`config.mk`:
```
export PLATFORM = sky130hd
export DESIGN_NAME = signed_bisect_ctrl
export DESIGN_NICKNAME = d
export VERILOG_FILES = /design/src/rtl/signed_bisect_ctrl_pkg.sv /design/src/rtl/signed_bisect_ctrl.sv
export SDC_FILE = /design/constraint.sdc
export NUM_CORES = 1
export LEC_CHECK = 0
export CAP_MARGIN = 20
export CORE_MARGIN = 1.5
export CORE_UTILIZATION = 56
export CTS_CLUSTER_SIZE = 25
export DETAILED_ROUTE_END_ITERATION = 12
export GPL_ROUTABILITY_DRIVEN = 0
export PLACE_DENSITY = 0.79
export SLEW_MARGIN = 20
export SYNTH_ARGS = -nofsm -noshare
export SYNTH_HDL_FRONTEND = slang
export SYNTH_SLANG_ARGS = --single-unit
```
`constraint.sdc`:
```
create_clock -name clk -period 4.1 [get_ports clk]
set_input_delay 0.82 -clock clk [delete_from_list [all_inputs] [get_ports clk]]
set_output_delay 0.82 -clock clk [all_outputs]
set_load 0.02 [all_outputs]
```
`src/rtl/signed_bisect_ctrl_pkg.sv`:
```
// Shared types and constants for the signed binary-search controller.
package bisect_pkg;

  localparam int WIDTH = 8;
  localparam int ITER_W = 4;

  // Search bounds are held one bit wider than the operand so that
  // probe+1 / probe-1 at the extremes never wrap.
  localparam logic signed [WIDTH:0] LO_INIT = -9'sd128;
  localparam logic signed [WIDTH:0] HI_INIT = 9'sd127;

  // Nine probes always cover 256 values.
  localparam logic [ITER_W-1:0] MAX_ITER = 4'd9;

  typedef enum logic [2:0] {
    IDLE,
    SETUP,
    WAIT,
    EVAL,
    DONE
  } state_t;

  // Floor midpoint of two in-range bounds. The sum of two values in
  // -128..127 always fits the widened 9-bit signed format.
  function automatic logic signed [WIDTH:0] midpoint(
    input logic signed [WIDTH:0] a,
    input logic signed [WIDTH:0] b
  );
    logic signed [WIDTH:0] sum;
    sum = a + b;
    return sum >>> 1;
  endfunction

endpackage

```
`src/rtl/signed_bisect_ctrl.sv`:
```
// Signed binary-search initiator for an 8-bit COMPARE block: drives the
// B operand, samples the gt/eq/lt flags and converges on the A operand.
module signed_bisect_ctrl #(
  parameter int WIDTH  = 8,
  parameter int SETTLE = 1
) (
  input  logic                    clk,
  input  logic                    rst,
  input  logic                    start,
  input  logic                    abort,
  input  logic                    cmp_gt,
  input  logic                    cmp_eq,
  input  logic                    cmp_lt,
  output logic signed [WIDTH-1:0] probe,
  output logic                    busy,
  output logic                    done,
  output logic signed [WIDTH-1:0] result,
  output logic                    found,
  output logic                    error,
  output logic [3:0]              iter_cnt
);
  import bisect_pkg::*;

  localparam int SW = WIDTH + 1;
  // Last value of the settle counter before the flags are sampled.
  localparam logic [2:0] SETTLE_LAST = (SETTLE == 0) ? 3'd0 : 3'(SETTLE - 1);

  state_t state, state_next;

  logic signed [SW-1:0]    lo, hi, lo_next, hi_next;
  logic signed [SW-1:0]    mid, probe_ext, lo_up, hi_dn;
  logic signed [WIDTH-1:0] probe_next, result_next;
  logic                    found_next, error_next, busy_next, done_next;
  logic [3:0]              iter_next;
  logic [2:0]              settle_cnt, settle_next;
  logic [2:0]              flags;

  assign probe_ext = {probe[WIDTH-1], probe};
  assign mid       = midpoint(lo, hi);
  assign lo_up     = probe_ext + SW'(1);
  assign hi_dn     = probe_ext - SW'(1);
  assign flags     = {cmp_gt, cmp_eq, cmp_lt};

  // Next-state and next-register computation; abort overrides everything.
  always_comb begin
    state_next  = state;
    lo_next     = lo;
    hi_next     = hi;
    probe_next  = probe;
    result_next = result;
    found_next  = found;
    error_next  = error;
    iter_next   = iter_cnt;
    busy_next   = busy;
    done_next   = 1'b0;
    settle_next = settle_cnt;

    case (state)
      IDLE: begin
        if (start) begin
          state_next = SETUP;
          found_next = 1'b0;
          error_next = 1'b0;
          iter_next  = 4'd0;
          lo_next    = LO_INIT;
          hi_next    = HI_INIT;
          busy_next  = 1'b1;
        end
      end

      SETUP: begin
        if (iter_cnt == MAX_ITER) begin
          // Unreachable with a consistent responder; a hard stop anyway.
          error_next  = 1'b1;
          result_next = probe;
          state_next  = DONE;
        end else begin
          probe_next  = mid[WIDTH-1:0];
          iter_next   = iter_cnt + 4'd1;
          settle_next = 3'd0;
          state_next  = (SETTLE == 0) ? EVAL : WAIT;
        end
      end

      WAIT: begin
        if (settle_cnt == SETTLE_LAST) begin
          state_next = EVAL;
        end else begin
          settle_next = settle_cnt + 3'd1;
        end
      end

      EVAL: begin
        case (flags)
          3'b010: begin
            result_next = probe;
            found_next  = 1'b1;
            state_next  = DONE;
          end
          3'b100: begin
            lo_next = lo_up;
            if (lo_up > hi) begin
              error_next  = 1'b1;
              result_next = probe;
              state_next  = DONE;
            end else begin
              state_next = SETUP;
            end
          end
          3'b001: begin
            hi_next = hi_dn;
            if (lo > hi_dn) begin
              error_next  = 1'b1;
              result_next = probe;
              state_next  = DONE;
            end else begin
              state_next = SETUP;
            end
          end
          default: begin
            error_next  = 1'b1;
            result_next = probe;
            state_next  = DONE;
          end
        endcase
      end

      DONE: begin
        done_next  = 1'b1;
        busy_next  = 1'b0;
        state_next = IDLE;
      end

      default: begin
        state_next = IDLE;
        busy_next  = 1'b0;
      end
    endcase

    if (abort) begin
      state_next = IDLE;
      busy_next  = 1'b0;
      done_next  = 1'b0;
    end
  end

  // State register.
  always_ff @(posedge clk or posedge rst) begin
    if (rst) begin
      state <= IDLE;
    end else begin
      state <= state_next;
    end
  end

  // Search bounds, probe, settle counter and registered outputs.
  always_ff @(posedge clk or posedge rst) begin
    if (rst) begin
      lo         <= LO_INIT;
      hi         <= HI_INIT;
      probe      <= '0;
      result     <= '0;
      found      <= 1'b0;
      error      <= 1'b0;
      iter_cnt   <= 4'd0;
      busy       <= 1'b0;
      done       <= 1'b0;
      settle_cnt <= 3'd0;
    end else begin
      lo         <= lo_next;
      hi         <= hi_next;
      probe      <= probe_next;
      result     <= result_next;
      found      <= found_next;
      error      <= error_next;
      iter_cnt   <= iter_next;
      busy       <= busy_next;
      done       <= done_next;
      settle_cnt <= settle_next;
    end
  end

endmodule
```
Yosys cells after proc, flatten, opt, wreduce, memory -nomap -nowiden
Cells that the tools add are included.
- register bits after elaboration: 48
- bits in latches: 0
- bits in writable memories: 0
- ROM bits: 0
- memories: 0
- $add $sub $neg: 5
- $mul: 0
- divide/modulo/power cells: 0
- magnitude comparators: 2
- eq/ne operators: 21
- shift operators: 0
- multiplexer cells: 38
- bitwise gates (word level): 1
- reduce and logical (&&, ||, !) cells: 18
- operator list (operator ; count):
    $mux 9 ; 4
    $pmux 9 s2 ; 2
    $pmux 8 s2 ; 2
    $mux 3 ; 8
    $mux 8 ; 3
    $gt 9x9->1 ; 2
    $reduce_and 3->1 ; 5
    $ne 2x2->1 const B ; 6
    $ne 3x3->1 const B ; 4
    $pmux 3 s2 ; 2
    $pmux 3 s4 ; 1
    $add 8x2->9 const B ; 1
    $add 9x9->9 ; 1
    $eq 3x2->1 const B ; 3
    $mux 1 ; 9
    $sub 8x2->9 const B ; 1
    $mux 4 ; 2
    $pmux 4 s2 ; 1
    $reduce_bool 2->1 ; 4
    $eq 3x1->1 const B ; 2
    $eq 3x3->1 const B ; 2
    $logic_not 3->1 ; 2
    $ne 2x1->1 const B ; 3
    $pmux 1 s3 ; 2
    other kinds (10) ; 13

Longest topological paths before layout
- word-level depth: 6
- mapped depth: 13

Worst setup path before layout
No wires, ideal clock.
- path type: register to register
- start point: reg probe[4]
- end point: reg result[0]
- setup time: 0.125 ns
- arrival: 3.059 ns
- setup slack: 0.916 ns
- cell stages (with the launch flop): 14
- path buffers: 1
- clock period less this slack: 3.184 ns
- cells stage by stage: dfrtp_1 -> clkbuf_1 -> and3_1 -> nand3_1 -> nor2_1 -> xor2_1 -> ha_1 -> nand3_1 -> nor3_1 -> a2111oi_2 -> a22oi_1 -> a211o_1 -> nand4_4 -> mux2_2
- cells in the longest elaborated chain, start to end: 4
- elaborated cells on any way between the ends: 7
- classes of those cells: 2 x add/sub; 2 x order compare; 2 x eq/ne; 1 x reduce/logical
- RTL lines (item ; RTL line ; text):
    start, declared ; signed_bisect_ctrl.sv:14 ; output logic signed [WIDTH-1:0] probe,
    start signal, assigned ; signed_bisect_ctrl.sv:172 ; probe <= probe_next;
    $sub 8x2->9 or $add 8x2->9 (tied branches) ; signed_bisect_ctrl.sv:41, signed_bisect_ctrl.sv:40 ;
    $gt 9x9->1, on equally long branches ; signed_bisect_ctrl.sv:112, signed_bisect_ctrl.sv:102 ;
    $ne 3x3->1 (no line) ; -- ;
    $reduce_and 4->1 (no line) * ; -- ;
    end signal, assigned ; signed_bisect_ctrl.sv:173 ; result <= result_next;
    end, declared ; signed_bisect_ctrl.sv:17 ; output logic signed [WIDTH-1:0] result,
Mark *: on every way between the ends. The rest lies on a longest branch, timed or not.
A chain may end at the register's enable or synchronous reset.

Worst setup path after layout
Same ends and word-level chain as after synthesis.

==> key figures <==
Global route
  – First-pass GRT wire length: between 10,000 and 15,000 µm
  – Antenna violations before repair: 0
  – Vias in the first global route: between 2,000 and 2,500
  – Maximum number of pins on one net before global-route repair: slightly below 50
  – Global route overflow: 0
  – Global Route Usage Sum: between 20 and 30%

Clock network
  – Worst-Skew Late Latency: ~310 ps
  – Clock root cell: clkbuf_8
  – Number of gates resized after CTS: 0
  – Deepest level of the CTS H-tree: 2
  – Cts-stage hold buffer count: 0
  – Number of buffers on the longest clock path: 2
  – Number of sinks driven by the clock tree: 48
  – Setup Fix Bufs, Post-CTS: 0
  – Number of buffers created by CTS: 5
  – Clock tree from TritonCTS: done
  – Clk pin slew, worst setup/hold paths: roughly 100 ps

Timing
  – Number of slew-limit violations in the final report: 0
  – Fmax: ~300 MHz
  – Post-Route Skew: between 15 and 20 ps
  – Final setup vio count: 0
  – Final Hold Fails: 0
  – RSZ-0062 raised after global routing: false
  – Final sum of negative setup slack: 0 ps
  – Rel. slew slack: ~40%
  – Worst slew pin tran: 888 ps
  – Final critical-path required period: 3320 ps
  – Period utilization: 80.9%

Critical path
  – Arrival time of data at the critical path endpoint: ~3500 ps
  – Worst setup path start: probe[4]
  – Category of the worst setup path capture point: flop
  – R2R cell count: 12
  – Most frequent CP cell: nand3_1
  – Cells along the critical path: and3_1 > nand3_1 > nor2_1 > xor2_1 > ha_1 > nand3_1 > nor3_1 > a2111oi_2 > a22oi_1 > a211o_1 > nand4_4 > mux2_2
  – Critical path buffer and inverter count: 0
  – Crit. path cell count: 12
  – Largest stage delay, worst path: roughly 560 ps
  – Category of the worst setup path launch point: flop
  – Largest driver fanout on the critical path: 10
  – Critical path's top delay family: simple AND/OR/NAND/NOR gates
  – Required time of the critical path: between 4000 and 5000 ps
  – Worst path slowest cell: dfrtp_1
  – Beginning of the worst register-to-register path: probe[4]
  – Critical path type: reg -> reg

Power and ir drop
  – Worst ir drop on vdd: just under 0.0004 V
  – Leakage: roughly 0.0016 µW
  – Power Dens Cells: 592 nW/µm²

Placed design
  – Cells after DPL: 400
  – DP Wirelength: 4950 µm
  – Count of port buffers added during placement: 30

Floorplanning
  – Die outline area: ~5800 µm²
  – Standard cell core area: 5110 µm²
  – Die Y: 75.9 µm
  – Chip width: between 70 and 80 µm
  – Number of core rows: 26
  – IO Count: 31
  – Initial cell density of the core: between 50% and 60%

Synthesis
  – Flop and latch count out of synthesis: between 40 and 50
  – Most used DFF post-synth: dfrtp_1
  – Average cell area after synthesis: 9.60 µm²
  – Gate Count Post-Synth: 310
  – Sequential fraction of the synthesis area: ~41%
  – Proportion of register bits with asynchronous set or reset after synthesis: between 90% and 100%
  – Cell variety after synth: 49
  – Post-synth design cell area: about 3000 µm²
  – Cell taking the most area after synthesis: dfrtp_1
  – Top post-synthesis cells by area: dfrtp_1 (33%), ha_1 (13%), dfstp_2 (7.9%)
  – Post-synth EDFFs: 0
  – Count of synthesis-stage warnings from yosys: 0
  – Synthesized netlist net count: 349
  – Area fraction of the dominant cell type after synthesis: 32.8%

Layout
  – Final std cells w/o fill: 408
  – Most frequent cells in the layout: dfrtp_1 (39), o21ai_0 (35), ha_1 (31), clkdlybuf4s50_1 (30), nand2_1 (29)
  – Most common library cell in the layout ignoring fill and taps: dfrtp_1
  – Diode insertion count for antenna repair: 0
  – P&R area growth vs syn: 14.9%
  – Fraction of layout cells with a size suffix above 1: slightly above 10%
  – Filler instances: between 400 and 500
  – Final Net Count: around 380

Min path
  – Class of the tightest hold or removal check: reg -> reg
  – Startpoint of the worst hold path: found
  – Hold Crit Depth: 2

Detailed routing
  – Total Routed Length: 6600 µm
  – Post-detailed-route wirelength per cell: ~16 µm
  – Initial DRC count: between 150 and 200
  – Post-route antenna net violation count: 0
  – DRC Markers: 0
  – Total via count after detailed routing: 2,339
  – Per-cell via count in the routed design: roughly 5.7
  – Number of detailed-routing iterations run before antenna repair: 4

Flow run
  – Max capacitance violation total: 0

Status
  – Run status: finished, final reports clean
[worst reg2reg max path, cell delays in order (launching register included)]
cell and delay, ps:
dfrtp_1 560, and3_1 210, nand3_1 120, nor2_1 160, xor2_1 240, ha_1 300
nand3_1 130, nor3_1 80, a2111oi_2 350, a22oi_1 110, a211o_1 370, nand4_4 190
mux2_2 380
[path summary, 6_finish.rpt]
path                             end  slack [ps]
min reg2reg                    found         520
max reg2reg                result[0]         780
min in group asynchronous   probe[6]         970
min                            found         520
max in group asynchronous  result[1]        2620
max                        result[0]         780
[cells in the mapped netlist, drive strengths merged (2+ instances only)]
cell type and number:
a211o 2, a21o 2, a21oi 10, a22o 2, a31o 2, a31oi 4, and2 4, buf 2
clkbuf 9, dfrtp 39, dfstp 9, ha 31, inv 20, mux2 9, nand2 30, nand2b 3
nand3 13, nand4 5, nor2 24, nor2b 2, nor3 6, nor4b 2, o21ai 36, o22a 2
or3 2, xnor2 14, xor2 9
[area by class of cell]
class / count / area, µm² / share of cell area, %
multi-input combinational: 231 / 1640 / 47.8
timing repair buffer: 31 / 308 / 9.00
tap: 70 / 87.6 / 2.56
clock buffer: 8 / 100 / 2.93
sequential: 48 / 1210 / 35.5
inverter: 20 / 76.3 / 2.23
[sequential cells by signal (all words and copies together), names as in the netlist]
signal	count
error	1
lo	9
settle_cnt	3
hi	9
busy	1
done	1
state	3
iter_cnt	4
result	8
found	1
probe	8
[power breakdown]
part           total (µW)  internal [µW]  switching, µW
sequential            759            579            181
clock                 312            154            158
combinational         951            451            500
total                2020           1180            839
[per-layer routing]
metal | share of wire (%) | wire, µm | global-route usage, %
met3 | 6.9 | 454 | 4.23
met2 | 47 | 3070 | 39.5
met4 | 1.4 | 93 | 8.33
met5 | 0 | 0 | 0
met1 | 45 | 2980 | 35.7
[cells by family (layout without fill, tap and decap cells)]
| group | Yosys count | count (layout) | synth area share (%) |
|---|---|---|---|
| and+or+nand+nor | 96 | 96 | 16.0 |
| AOI/OAI and AO/OA | 70 | 70 | 14.7 |
| DFF | 48 | 48 | 40.7 |
| adders and majority gates | 32 | 32 | 13.7 |
| buffers and inverters | 31 | 59 | 4.29 |
| xor gates and xnor gates | 23 | 23 | 6.77 |
| muxes | 10 | 10 | 3.74 |
[per-stage QoR]
| step | total power [µW] | cell area (µm²) | setup slack (ps) | hold slack [ps] | util [%] |
|---|---|---|---|---|---|
| floorplan | 1350 | 2980 | 916 | 484 | - |
| global placement | 1680 | 3320 | 930 | 499 | 65.0 |
| detailed placement | 1710 | 3320 | 817 | 497 | 65.0 |
| CTS | 2030 | 3420 | 786 | 520 | 66.9 |
| global route | 2160 | 3420 | 603 | 537 | 67.0 |
| finish | 2020 | 3420 | 783 | 515 | 67.0 |
No activity file was read; power rests on OpenSTA's default activity.
